### config.mk
export PLATFORM = sky130hd
export DESIGN_NAME = irig_frame_packer
export DESIGN_NICKNAME = d
export VERILOG_FILES = /design/src/rtl/irig_pkg.sv /design/src/rtl/irig_bcd_check.sv /design/src/rtl/irig_frame_packer.sv
export SDC_FILE = /design/constraint.sdc
export NUM_CORES = 1
export LEC_CHECK = 0
export CELL_PAD_IN_SITES_DETAIL_PLACEMENT = 1
export CELL_PAD_IN_SITES_GLOBAL_PLACEMENT = 1
export CORE_MARGIN = 8
export CORE_UTILIZATION = 36
export CTS_CLUSTER_SIZE = 30
export DETAILED_ROUTE_END_ITERATION = 10
export PLACE_DENSITY_LB_ADDON = 0.1
export SLEW_MARGIN = 20
export SYNTH_ARGS = -nofsm -noshare
export SYNTH_HDL_FRONTEND = slang
export SYNTH_SLANG_ARGS = --single-unit
### constraint.sdc
create_clock -name clk_50MHz -period 5.1 [get_ports clk_50MHz]
set_input_delay 1.275 -clock clk_50MHz [delete_from_list [all_inputs] [get_ports clk_50MHz]]
set_output_delay 1.275 -clock clk_50MHz [all_outputs]
set_load 0.02 [all_outputs]
### src/rtl/irig_pkg.sv
// Shared IRIG-B definitions: frame geometry, BCD field positions, pulse/state
// encodings and the field extraction helper used by the frame packer.
package irig_pkg;

    localparam int FRAME_W   = 164;
    localparam int BITS_W    = 100;
    localparam int SYNC_W    = 64;
    localparam int OUT_WORDS = 5;
    localparam int SEQ_W     = 14;
    localparam int WIDX_W    = 3;

    // Bit positions within the 100-bit frame; each field is LSB-first
    localparam int IRIG_SEC_U_LSB  = 1;
    localparam int IRIG_SEC_T_LSB  = 6;
    localparam int IRIG_MIN_U_LSB  = 10;
    localparam int IRIG_MIN_T_LSB  = 15;
    localparam int IRIG_HR_U_LSB   = 20;
    localparam int IRIG_HR_T_LSB   = 25;
    localparam int IRIG_DAY_U_LSB  = 30;
    localparam int IRIG_DAY_T_LSB  = 35;
    localparam int IRIG_DAY_H_LSB  = 40;
    localparam int IRIG_YR_U_LSB   = 50;
    localparam int IRIG_YR_T_LSB   = 55;
    localparam int IRIG_CF_LO_LSB  = 60;
    localparam int IRIG_CF_HI_LSB  = 70;
    localparam int IRIG_SBS_LO_LSB = 80;
    localparam int IRIG_SBS_HI_LSB = 90;

    typedef enum logic [1:0] {
        PULSE_ZERO = 2'b00,
        PULSE_ONE  = 2'b01,
        PULSE_MARK = 2'b10,
        PULSE_ERR  = 2'b11
    } irig_pulse_t;

    typedef enum logic [1:0] {
        PK_IDLE = 2'b00,
        PK_SEND = 2'b01
    } irig_pk_state_t;

    typedef struct packed {
        logic [3:0] sec_u;
        logic [2:0] sec_t;
        logic [3:0] min_u;
        logic [2:0] min_t;
        logic [3:0] hr_u;
        logic [1:0] hr_t;
        logic [3:0] day_u;
        logic [3:0] day_t;
        logic [1:0] day_h;
        logic [3:0] yr_u;
        logic [3:0] yr_t;
    } irig_digits_t;

    typedef struct packed {
        irig_digits_t digits;
        logic [17:0]  cf;
        logic [16:0]  sbs;
    } irig_fields_t;

    function automatic irig_fields_t irig_extract(input logic [BITS_W-1:0] b);
        irig_fields_t f;
        f.digits.sec_u = b[IRIG_SEC_U_LSB +: 4];
        f.digits.sec_t = b[IRIG_SEC_T_LSB +: 3];
        f.digits.min_u = b[IRIG_MIN_U_LSB +: 4];
        f.digits.min_t = b[IRIG_MIN_T_LSB +: 3];
        f.digits.hr_u  = b[IRIG_HR_U_LSB +: 4];
        f.digits.hr_t  = b[IRIG_HR_T_LSB +: 2];
        f.digits.day_u = b[IRIG_DAY_U_LSB +: 4];
        f.digits.day_t = b[IRIG_DAY_T_LSB +: 4];
        f.digits.day_h = b[IRIG_DAY_H_LSB +: 2];
        f.digits.yr_u  = b[IRIG_YR_U_LSB +: 4];
        f.digits.yr_t  = b[IRIG_YR_T_LSB +: 4];
        f.cf           = {b[IRIG_CF_HI_LSB +: 9], b[IRIG_CF_LO_LSB +: 9]};
        f.sbs          = {b[IRIG_SBS_HI_LSB +: 8], b[IRIG_SBS_LO_LSB +: 9]};
        return f;
    endfunction

endpackage

### src/rtl/irig_bcd_check.sv
// Combinational plausibility check of the decoded BCD time digits.
module irig_bcd_check
    import irig_pkg::*;
(
    input  irig_digits_t digits,
    output logic         bcd_err
);

    logic [5:0] hours_s;
    logic [9:0] day_s;
    logic       digit_err_s;
    logic       range_err_s;

    // Binary hours/day values plus per-digit and range violations
    always_comb begin
        hours_s = 6'(digits.hr_t) * 6'd10 + 6'(digits.hr_u);
        day_s   = 10'(digits.day_h) * 10'd100 + 10'(digits.day_t) * 10'd10
                + 10'(digits.day_u);

        digit_err_s = (digits.sec_u > 4'd9) || (digits.min_u > 4'd9) ||
                      (digits.hr_u  > 4'd9) || (digits.day_u > 4'd9) ||
                      (digits.day_t > 4'd9) || (digits.yr_u  > 4'd9) ||
                      (digits.yr_t  > 4'd9);

        range_err_s = (digits.sec_t > 3'd5) || (digits.min_t > 3'd5) ||
                      (hours_s > 6'd23) || (day_s == 10'd0) ||
                      (day_s > 10'd366);

        bcd_err = digit_err_s || range_err_s;
    end

endmodule

### src/rtl/irig_frame_packer.sv
// Repacks one decoded IRIG-B frame into five 32-bit AXI-Stream words and
// counts frames offered while a previous frame is still being sent.
module irig_frame_packer
    import irig_pkg::*;
#(
    parameter int DROP_W = 16
) (
    input  logic                clk_50MHz,
    input  logic                resetn,
    input  logic [FRAME_W-1:0]  s_axis_tdata,
    input  logic                s_axis_tvalid,
    output logic                s_axis_tready,
    input  logic                s_axis_tlast,
    output logic [31:0]         m_axis_tdata,
    output logic                m_axis_tvalid,
    input  logic                m_axis_tready,
    output logic                m_axis_tlast,
    output logic [DROP_W-1:0]   drop_count
);

    localparam logic [WIDX_W-1:0] LAST_WIDX = WIDX_W'(OUT_WORDS - 1);

    irig_pk_state_t      state_r;
    logic [WIDX_W-1:0]   widx_r;
    logic [SYNC_W-1:0]   sync_r;
    irig_fields_t        fields_r;
    logic                bcd_err_r;
    logic [SEQ_W-1:0]    seq_r;

    logic [SYNC_W-1:0]   sync_in_s;
    irig_fields_t        fields_in_s;
    logic                bcd_err_s;
    logic [SEQ_W-1:0]    seq_nxt_s;
    logic                unused_s;

    assign sync_in_s   = s_axis_tdata[FRAME_W-1:BITS_W];
    assign fields_in_s = irig_extract(s_axis_tdata[BITS_W-1:0]);
    assign seq_nxt_s   = seq_r + SEQ_W'(1);
    // Position-marker bits and tlast carry nothing the packer needs
    assign unused_s    = ^{1'b0, s_axis_tlast, s_axis_tdata};

    // Validation runs on the incoming frame so the flag is captured with it
    irig_bcd_check u_bcd_check (
        .digits  (fields_in_s.digits),
        .bcd_err (bcd_err_s)
    );

    function automatic logic [31:0] pack_word(
        input logic [WIDX_W-1:0] idx,
        input logic [SYNC_W-1:0] sync,
        input irig_fields_t      f,
        input logic              err,
        input logic [SEQ_W-1:0]  seq
    );
        logic [31:0] w;
        case (idx)
            3'd0:    w = sync[31:0];
            3'd1:    w = sync[63:32];
            3'd2:    w = {err, 1'b0,
                          f.digits.day_h, f.digits.day_t, f.digits.day_u,
                          f.digits.hr_t, f.digits.hr_u,
                          f.digits.min_t, f.digits.min_u,
                          f.digits.sec_t, f.digits.sec_u};
            3'd3:    w = {7'd0, f.sbs, f.digits.yr_t, f.digits.yr_u};
            3'd4:    w = {seq, f.cf};
            default: w = 32'd0;
        endcase
        return w;
    endfunction

    // Packer FSM: capture on accept, then step through the five output words
    always_ff @(posedge clk_50MHz) begin
        if (!resetn) begin
            state_r       <= PK_IDLE;
            widx_r        <= {WIDX_W{1'b0}};
            sync_r        <= {SYNC_W{1'b0}};
            fields_r      <= '0;
            bcd_err_r     <= 1'b0;
            seq_r         <= {SEQ_W{1'b0}};
            s_axis_tready <= 1'b1;
            m_axis_tdata  <= 32'd0;
            m_axis_tvalid <= 1'b0;
            m_axis_tlast  <= 1'b0;
        end else begin
            case (state_r)
                PK_IDLE: begin
                    if (s_axis_tvalid && s_axis_tready) begin
                        state_r       <= PK_SEND;
                        widx_r        <= {WIDX_W{1'b0}};
                        sync_r        <= sync_in_s;
                        fields_r      <= fields_in_s;
                        bcd_err_r     <= bcd_err_s;
                        seq_r         <= seq_nxt_s;
                        s_axis_tready <= 1'b0;
                        m_axis_tdata  <= pack_word(3'd0, sync_in_s, fields_in_s,
                                                   bcd_err_s, seq_nxt_s);
                        m_axis_tvalid <= 1'b1;
                        m_axis_tlast  <= 1'b0;
                    end
                end
                PK_SEND: begin
                    if (m_axis_tvalid && m_axis_tready) begin
                        if (widx_r == LAST_WIDX) begin
                            state_r       <= PK_IDLE;
                            s_axis_tready <= 1'b1;
                            m_axis_tdata  <= 32'd0;
                            m_axis_tvalid <= 1'b0;
                            m_axis_tlast  <= 1'b0;
                        end else begin
                            widx_r       <= widx_r + 3'd1;
                            m_axis_tdata <= pack_word(widx_r + 3'd1, sync_r, fields_r,
                                                      bcd_err_r, seq_r);
                            m_axis_tlast <= (widx_r == (LAST_WIDX - 3'd1));
                        end
                    end
                end
                default: begin
                    state_r       <= PK_IDLE;
                    widx_r        <= {WIDX_W{1'b0}};
                    s_axis_tready <= 1'b1;
                    m_axis_tdata  <= 32'd0;
                    m_axis_tvalid <= 1'b0;
                    m_axis_tlast  <= 1'b0;
                end
            endcase
        end
    end

    // Saturating count of frames offered while busy
    always_ff @(posedge clk_50MHz) begin
        if (!resetn) begin
            drop_count <= {DROP_W{1'b0}};
        end else if (s_axis_tvalid && !s_axis_tready &&
                     (drop_count != {DROP_W{1'b1}})) begin
            drop_count <= drop_count + DROP_W'(1);
        end
    end

endmodule

# Word level (Yosys, flattened, before mapping)
# Cells that the tools add are included.
dict set report totals {
  reg_bits 208
  input_bits 169
  output_inout_bits 51
  word_cells 102
}
dict set report classes {
  add_sub_neg 6
  mul 3
  magnitude_cmp 11
  eq_ne 12
  mux 24
  n_reduce_logical 23
}
# operator n
set op_table {}
lappend op_table {{$pmux 32 s5} 1}
lappend op_table {{$mux 32} 3}
lappend op_table {{$pmux 32 s2} 1}
lappend op_table {{$gt 4x4->1 const B} 7}
lappend op_table {{$add 16x1->16 const B} 1}
lappend op_table {{$ne 16x16->1 const B} 1}
lappend op_table {{$add 14x1->14 const B} 1}
lappend op_table {{$logic_or 1x1->1} 11}
lappend op_table {{$add 10x4->10} 1}
lappend op_table {{$add 9x8->10} 1}
lappend op_table {{$gt 10x9->1 const B} 1}
lappend op_table {{$logic_not 10->1} 1}
lappend op_table {{$eq 3x2->1 const B} 3}
lappend op_table {{$mux 3} 3}
lappend op_table {{$mux 1} 8}
lappend op_table {{$ne 2x2->1 const B} 4}
lappend op_table {{$mul 2x5->7 const B} 1}
lappend op_table {{$mul 4x3->7 const B} 1}
lappend op_table {{$add 6x4->6} 1}
lappend op_table {{$eq 3x3->1 const B} 2}
lappend op_table {{$gt 3x3->1 const B} 2}
lappend op_table {{$gt 6x5->1 const B} 1}
lappend op_table {{$mux 2} 3}
lappend op_table {{$pmux 1 s2} 3}
lappend op_table {{other kinds (12)} 17}

# Longest topological paths before layout
# Gate-level depths: netlist of run 1.
dict set report logic_depth {
  ltp_word 8
  ltp_mapped 11
  ltp_nobuf 11
}

# Cells and area by module
# Synthesis of run 1 repeated with hierarchy kept, for this count alone.
dict set report unflattened {
  cells_unflattened 1226
  hier_area_um2 9532.9
}
# module instances cells_each area_per_inst_um2 seq_area_each_um2
set modules_own_cells {}
lappend modules_own_cells {irig_frame_packer 1 1128 8745.9 4124.0}
lappend modules_own_cells {irig_bcd_check 1 98 787.0 0.0}

# Least setup slack after synthesis of run 1
# Ideal clock, no wire load.
dict set report synth_timing {
  path_type {input port to flip-flop}
  startpoint {in s_axis_tdata[36]}
  endpoint {reg bcd_err_r}
  setup_time_ns 0.127
  arrival_ns 3.797
  required_time_ns 4.973
  setup_slack_ns 1.176
  cell_stages 11
  n_path_buf 0
  path_cell_list {ha_1 > ha_1 > fa_1 > xor2_1 > ha_1 > ha_1 > nand3_1 > o21ai_0 > xnor2_1 > a211oi_1 > or3_1}
}
dict set report synth_between {
  elab_chain_len 7
  word_cells_on_any_way 12
  classes_between {2 x add/sub; 1 x mul; 2 x order compare; 7 x reduce/logical}
}
# element line
set synth_rtl {}
lappend synth_rtl {{start, declared} irig_frame_packer.sv:10} ;# input logic [FRAME_W-1:0] s_axis_tdata,
lappend synth_rtl {{branches (longest 6 deep; another with $add 9x8->10)} --}
lappend synth_rtl {{$logic_or 1x1->1 (*)} irig_bcd_check.sv:29} ;# bcd_err = digit_err_s || range_err_s;
lappend synth_rtl {{end signal, assigned} irig_frame_packer.sv:92} ;# bcd_err_r <= bcd_err_s;
lappend synth_rtl {{end, declared} irig_frame_packer.sv:27} ;# logic bcd_err_r;
# Mark *: on every way between the ends.
# A chain may end at the register's enable or synchronous reset.

# Worst setup path after layout of run 1
# Same ends and word-level chain as after synthesis.

==> results.md, run 1 <==
* Post-synthesis mux area share at 0.00327
* Post-synth top area cell: dfxtp_1
* Mapped Avg Cell Area at 8.00 sq um
* RR Startpoint: m_axis_tvalid$_SDFFE_PN0P_
* Max-slew violations at 0
* Post-synth EDFFs at 0
* Tmin final at 4.19 ns
* WS Path Type: input pin to flip-flop
* Synthesized cell area at 9170 sq um
* Combinational fraction of design power at 0.169
* P_leak at 4.34 nW
* Crit-path max FO at 5
* DP Wirelength at 21800 um
* H-tree level count at 1
* Crit path cell chain: clkdlybuf4s50_1, ha_1, ha_1, fa_1, xor2_1, ha_1, ha_1, nand3_1, o21ai_0, xnor2_1, a211oi_1, or3_1
* Worst-Skew Late Latency at 0.53 ns
* Top cell family by delay on the critical path: adder cells
* Vias in the first global route at 9301
* Worst hold path startpoint: sync_r[40]$_SDFFE_PN0P_
* Largest net degree at the start of global routing at 96
* Reg-to-Reg End: fields_r[55]$_SDFFE_PN0P_
* I/O Pins at 220
* Yosys warnings at 0
* Post-layout nets at 1492
* Remaining DRCs at 0
* Synth top area share at 0.450
* Max Cap Viol at 0
* Switching pwr at 1.21 mW
* Max VDD drop at 0.183 mV
* Die area at 30800 sq um
* PortBufs at 191
* Fin Setup TNS at 0 ns
* Slew of the pin with the lowest slew margin at 1.00 ns
* Detailed Routing Iterations Pass 1 at 7
* Routed len/inst at 19.5 um
* Power Dens Cells at 356 nW/um^2
* CP Buf/Inv Count at 1
* Inserted Clock Buffers at 25
* Critical Path End Type: flip-flop
* Post-synthesis adder-cell area fraction at 0.0491
* DRT iter0 DRCs at 677
* Sequential power share at 0.417
* Post-Synth XOR/XNOR Area at 0.0220
* Clock Path Buffers at 3
* Critical path launch point type: input pin
* Top_reg_cell synth: dfxtp_1
* Hold buffers post-CTS at 0
* R2R cell count at 6
* CTS Sinks at 206
* Remaining antenna violation count at 0
* Synth Area in Compound Gates at 0.221
* Status: finished clean
* Critical-path top delay cell: clkdlybuf4s50_1
* # fillers at 3037
* Layout cells sized above 1 at 0.0543
* First-pass GRT wire length at 50400 um
* Hold Crit Depth at 2
* Clock power share at 0.414
* Max_slew headroom at 0.333
* RePlAce Congestion at 0.775
* Die H at 176 um
* Total GRT Usage at 0.201
* CP arrival at 4.59 ns
* Hold Crit Endpoint: sync_r[40]$_SDFFE_PN0P_
* Total grt overflow at 0
* Die width at 176 um
* Area grow syn2layout at 31.8%
* Final Cycle Share at 0.822
* Cell variety after synth at 52
* Core area at 25100 sq um
* Sw frac at 0.280
* Via/cell ratio at 5.35
* CTS tree: built
* Layout Skew at 0.0178 ns
* Fin. Hold Viols at 0
* Syn_nets at 1349
* P_int at 3.10 mW
* Initial Utilization at 0.365
* Largest family of logic cells by synthesized area: compound AO/OA/AOI/OAI gates
* Ys async rst share at 0
* Max Clk Rate at 238 MHz
* Final setup viols at 0
* Simple-gate share of the synthesized area at 0.207
* Ranking of synthesized cells by area: dfxtp_1 (45%), nand2_1 (13%), a21oi_1 (11%)
* Post-synthesis cell count at 1147
* Clock slew at reported path FFs at 0.06 ns
* Vias at 8772
* Initial antenna violation count at 7
* Routed WL at 32000 um
* Setup bufs post-CTS at 0
* RSZ-0062 raised after global routing: false
* CP most frequent cell: ha_1
* Slowest Stage Delay on Critical Path at 0.51 ns
* FP Rows at 58
* Reg-to-reg setup timing slack at 2.21 ns
* Final Power at 4.30 mW
* Root buf cell: clkbuf_16
* #FFs+latches synth at 206
* Sequential fraction of the synthesis area at 0.450
* CTS resizes at 0
* Hold crit path type: flip-flop to flip-flop
* WP data required at 5.50 ns
==> cell usage in the layout (no fill, tap or decap), types with 10 or more instances in the layout <==
cell type / Yosys / final
nand2_1: 311 / 310
a21oi_1: 206 / 206
dfxtp_1: 206 / 206
clkdlybuf4s50_1: 0 / 191
nor2_1: 56 / 56
a222oi_1: 38 / 38
a211oi_1: 27 / 27
a22oi_1: 26 / 26
ha_1: 28 / 26
clkbuf_16: 0 / 25
inv_1: 20 / 19
xnor2_1: 17 / 17
nand3_1: 17 / 16
nor3_1: 15 / 15
o21ai_0: 15 / 15
buf_4: 1 / 10
==> sequential cells by signal, indices dropped and copies added (netlist names) <==
signal	flops
widx_r	3
fields_r	73
drop_count	16
bcd_err_r	1
s_axis_tready	1
m_axis_tvalid	1
sync_r	64
m_axis_tdata	32
m_axis_tlast	1
seq_r	14
==> Yosys cell counts (3+ instances only) <==
master / number
fa_1: 5
nor2_1: 56
xor2_1: 6
a222oi_1: 38
and3_1: 5
ha_1: 28
nor3_2: 3
inv_1: 20
mux2i_1: 3
o21ai_0: 15
a22oi_1: 26
nor3_1: 15
buf_2: 25
a21oi_1: 206
and2_1: 3
nand4_1: 6
nand3_1: 17
xnor2_1: 17
nand2_1: 311
nand4_2: 3
nand2b_1: 5
dfxtp_1: 206
buf_1: 3
or3_1: 6
nor4_1: 4
a31oi_1: 3
clkbuf_1: 57
a211oi_1: 27
==> worst max path at each step <==
stage	cells past startpoint	from	end
after floorplan	11	s_axis_tdata[36]	bcd_err_r$_SDFFE_PN0P_
after global placement	12	s_axis_tdata[36]	bcd_err_r$_SDFFE_PN0P_
after detailed placement	12	s_axis_tdata[36]	bcd_err_r$_SDFFE_PN0P_
after CTS	12	s_axis_tdata[36]	bcd_err_r$_SDFFE_PN0P_
after global routing	12	s_axis_tdata[36]	bcd_err_r$_SDFFE_PN0P_
final	12	s_axis_tdata[36]	bcd_err_r$_SDFFE_PN0P_
==> kinds of logic after synthesis <==
group	count (synthesis)
AOI/OAI and AO/OA	330
xor gates and xnor gates	23
adders and majority gates	33
buffers and inverters	107
DFF	206
muxes	3
and+or+nand+nor	445
==> power groups by stage <==
| stage | Clock [mW] | Combinational (mW) | Sequential (mW) |
|---|---|---|---|
| after floorplan | 0 | 0.378 | 1.85 |
| after global placement | 0 | 0.726 | 1.82 |
| after detailed placement | 0 | 0.736 | 1.83 |
| after CTS | 1.83 | 0.740 | 1.79 |
| after global routing | 1.89 | 0.808 | 1.81 |
| final | 1.78 | 0.728 | 1.79 |
==> worst reg2reg max path, delay by kind of cell (launching register included) <==
family                 cells  cell delay, ns
DFF                        1            0.50
and+or+nand+nor            2            0.35
buffers and inverters      3            1.77
AOI/OAI and AO/OA          1            0.18
==> through the flow <==
stage / std cells / hold WS (ns) / instance area, sq um / setup slack, ns / util
finish: 1639 / 0.456 / 12100 / 0.907 / 0.482
global route: 1639 / 0.474 / 12100 / 0.666 / 0.482
CTS: 1637 / 0.456 / 12100 / 0.930 / 0.481
detailed placement: 1593 / 0.448 / 11300 / 0.382 / 0.449
global placement: 1593 / 0.441 / 11300 / 0.450 / 0.449
floorplan: 1147 / 0.436 / 9170 / 1.18 / -
==> area by class of cell <==
cell class / count / area, sq um / share of cell area
clock inverter: 11 / 126 / 0.0105
antenna: 2 / 5.00 / 0.000414
sequential: 206 / 4120 / 0.341
clock buffer: 33 / 696 / 0.0575
tap: 330 / 413 / 0.0342
inverter: 21 / 83.8 / 0.00693
timing repair buffer: 202 / 2010 / 0.166
multi-input combinational: 834 / 4640 / 0.383
==> layer usage <==
metal / track usage / up-vias / part of all wire
li1: - / 4290 / -
met1: 0.239 / 4198 / 0.42
met2: 0.344 / 213 / 0.49
met3: 0.0487 / 61 / 0.061
met4: 0.0767 / 10 / 0.030
met5: 0 / - / 0.0020
(Power assumes the default switching activity.)
==> run 2: changes to the inputs <==
--- a/config.mk
+++ b/config.mk
@@ -8,7 +8,7 @@
 export CELL_PAD_IN_SITES_DETAIL_PLACEMENT = 1
 export CELL_PAD_IN_SITES_GLOBAL_PLACEMENT = 1
 export CORE_MARGIN = 8
-export CORE_UTILIZATION = 36
+export CORE_UTILIZATION = 33
 export CTS_CLUSTER_SIZE = 30
 export DETAILED_ROUTE_END_ITERATION = 10
 export PLACE_DENSITY_LB_ADDON = 0.1
==> constraint.sdc (replaced) <==
create_clock -name clk_50MHz -period 3.75 [get_ports clk_50MHz]
set_input_delay 0.9375 -clock clk_50MHz [delete_from_list [all_inputs] [get_ports clk_50MHz]]
set_output_delay 0.9375 -clock clk_50MHz [all_outputs]
set_load 0.02 [all_outputs]
==> results.md, run 2 (synthesized netlist as in run 1, its figures left out) <==
* Hold crit path type: flip-flop to flip-flop
* DRT iter0 DRCs at 640 (-5.5%)
* Core area at 27600 sq um (+9.7%)
* Hold Crit Depth at 2 (unchanged)
* Max_slew headroom at 0.302 (-0.0310)
* Remaining DRCs at 0 (unchanged)
* Max Clk Rate at 273 MHz
* CTS tree: built
* Via/cell ratio at 5.19 (-3.0%)
* Most common cell after layout, fill and taps aside: nand2_1
* Post-layout nets at 1510 (+1.2%)
* Die H at 183 um (+4.0%)
* CP Buf/Inv Count at 1 (unchanged)
* Final setup viols at 0 (unchanged)
* First-pass GRT wire length at 50700 um (+0.70%)
* Die area at 33400 sq um (+8.2%)
* Largest Register: fields_r
* Placed instance area at 11500 sq um (+2.1%)
* Vias at 8816 (+0.50%)
* Routed WL at 32500 um (+1.8%)
* Critical-path top delay cell: clkdlybuf4s50_1
* P_leak at 4.42 nW (+1.8%)
* Initial Utilization at 0.333 (-0.0324)
* Slowest Stage Delay on Critical Path at 0.44 ns (-0.07 ns)
* Largest net degree at the start of global routing at 110 (+15%)
* Clock slew at reported path FFs at 0.06 ns (about the same)
* Die width at 183 um (+4.0%)
* Layout cells sized above 1 at 0.0629 (+0.00856)
* Routed len/inst at 19.1 um (-1.8%)
* Worst-Skew Late Latency at 0.52 ns (about the same)
* Max reg flops at 73 (unchanged)
* Routed metal-1 wirelength at 13900 um (+3.6%)
* Reg-to-Reg End: m_axis_tdata[15]$_SDFFE_PN0P_
* Post-route cell area at 12300 sq um (+1.7%)
* Met3 Wirelength at 2070 um (+7.1%)
* I/O Pins at 220 (unchanged)
* Crit-path max FO at 5 (unchanged)
* Remaining antenna violation count at 0 (unchanged)
* Inserted Clock Buffers at 24 (-4.0%)
* Total GRT Usage at 0.188 (-0.0131)
* Critical Path End Type: flip-flop
* Clock Path Buffers at 3 (unchanged)
* CP most frequent cell: ha_1
* Largest registers: fields_r x73, sync_r x64, m_axis_tdata x32
* Most frequent cells in the layout: nand2_1 (310), a21oi_1 (206), dfxtp_1 (206)
* Initial antenna violation count at 7 (unchanged)
* Routed wl met2 at 15500 um (about the same)
* Max VDD drop at 0.257 mV (+41%)
* Final Power at 5.81 mW (+35%)
* FP Rows at 61 (+5.2%)
* Slew of the pin with the lowest slew margin at 1.05 ns (+0.0465 ns)
* WS Path Type: input pin to flip-flop
* Fin Setup TNS at 0 ns (unchanged)
* RR Startpoint: widx_r[0]$_SDFFE_PN0P_
* PortBufs at 191 (unchanged)
* Hold Crit Endpoint: fields_r[38]$_SDFFE_PN0P_
* Vias in the first global route at 9279 (-0.24%)
* Root buf cell: clkbuf_16
* # fillers at 3280 (+8.0%)
* H-tree level count at 1 (unchanged)
* CP arrival at 4.05 ns (-0.54 ns)
* Max-slew violations at 0 (unchanged)
* Critical path launch point type: input pin
* WP data required at 4.14 ns (-1.36 ns)
* RePlAce Congestion at 0.780 (+0.54%)
* Reg-to-reg setup timing slack at 1.10 ns (-1.11 ns)
* Status: finished clean
* Max Cap Viol at 0 (unchanged)
* Power Dens Cells at 472 nW/um^2 (+33%)
* Fin. Hold Viols at 0 (unchanged)
* Tmin final at 3.66 ns
* R2R cell count at 7 (+1)
* DP Wirelength at 22700 um (+3.9%)
* Detailed Routing Iterations Pass 1 at 8 (+1)
* Area grow syn2layout at 34.0%
* Layout Skew at 0.0198 ns (+0.00197 ns)
* DR top layer: met5
* Crit path cell chain: clkdlybuf4s50_1, ha_1, ha_1, fa_1, xor2_1, ha_1, ha_4, a31oi_1, o21ai_1, xnor2_1, a211oi_1, or3_1
* CTS Sinks at 206 (unchanged)
* Total grt overflow at 0 (unchanged)
* Worst hold path startpoint: fields_r[38]$_SDFFE_PN0P_
* Top cell family by delay on the critical path: adder cells
* Final Cycle Share at 0.976
[run 2: cell types whose count changed in the layout (fill, tap and decap cells not counted), sizes merged]
cell / delta
clkbuf: +2
inv: -1
buf: +19
clkinvlp: -1
clkinv: -6
diode: -1
[run 2: what timing repair did]
item | CTS | global route
endpoints found under the hold margin | 0 | 0
setup endpoints to repair | 0 | 1
setup buffers | 0 | 0
hold buffers | 0 | 0
resized for setup | 0 | 2
[run 2: stage by stage]
stage,cells,util,setup WS [ns],hold WS [ns]
2_1_floorplan,1147,-,0.163,0.436
3_3_place_gp,1660,0.417,-0.443,0.442
3_5_place_dp,1660,0.417,-0.524,0.448
4_1_cts,1698,0.446,0.00358,0.456
5_1_grt,1699,0.446,-0.0272,0.470
6_report,1699,0.446,0.0914,0.453
[run 2: report_power, final]
group          internal, mW  switching (mW)  total [mW]
clock network          1.42           0.912        2.33
registers              2.35          0.0929        2.44
logic                 0.448           0.587        1.04
[run 2: worst max path at each step]
stage,start,end,slack [ns],depth (start not counted)
3_5_place_dp,s_axis_tdata[36],bcd_err_r$_SDFFE_PN0P_,-0.52,12
4_1_cts,s_axis_tdata[36],bcd_err_r$_SDFFE_PN0P_,0.004,12
3_3_place_gp,s_axis_tdata[36],bcd_err_r$_SDFFE_PN0P_,-0.44,12
6_report,s_axis_tdata[36],bcd_err_r$_SDFFE_PN0P_,0.09,12
5_1_grt,s_axis_tdata[36],bcd_err_r$_SDFFE_PN0P_,-0.03,12
2_1_floorplan,s_axis_tdata[36],bcd_err_r$_SDFFE_PN0P_,0.16,11
[run 2: routing by layer]
| layer | track usage | vias up |
|---|---|---|
| met3 | 0.0501 | 56 |
| met1 | 0.224 | 4203 |
| met5 | 0 | - |
| met4 | 0.0584 | 12 |
| li1 | - | 4331 |
| met2 | 0.326 | 214 |
[run 2: worst min-delay path, delay by kind of cell, from the launching register on]
family,cells,cell delay [ns]
flip-flops,1,0.31
AO/OA/AOI/OAI,1,0.05
AND/OR/NAND/NOR,1,0.05
[run 2: cell type report]
class                   count  area [sq um]  area share
diodes                      1          2.50    0.000204
clock buffers              35           702      0.0571
clock inverters             3          76.3     0.00621
inverters                  21          83.8     0.00682
multi-input cells         834          4650       0.378
flip-flops and latches    206          4120       0.335
well taps                 378           473      0.0385
repair buffers            221          2190       0.178
==> run 3: changes to the inputs <==
--- a/config.mk
+++ b/config.mk
@@ -5,6 +5,7 @@
 export SDC_FILE = /design/constraint.sdc
 export NUM_CORES = 1
 export LEC_CHECK = 0
+export ABC_CLOCK_PERIOD_IN_PS = 3750
 export CELL_PAD_IN_SITES_DETAIL_PLACEMENT = 1
 export CELL_PAD_IN_SITES_GLOBAL_PLACEMENT = 1
 export CORE_MARGIN = 8
==> results of run 3 <==
Same layout as run 2: the final DEF is identical, and so are final timing and power.
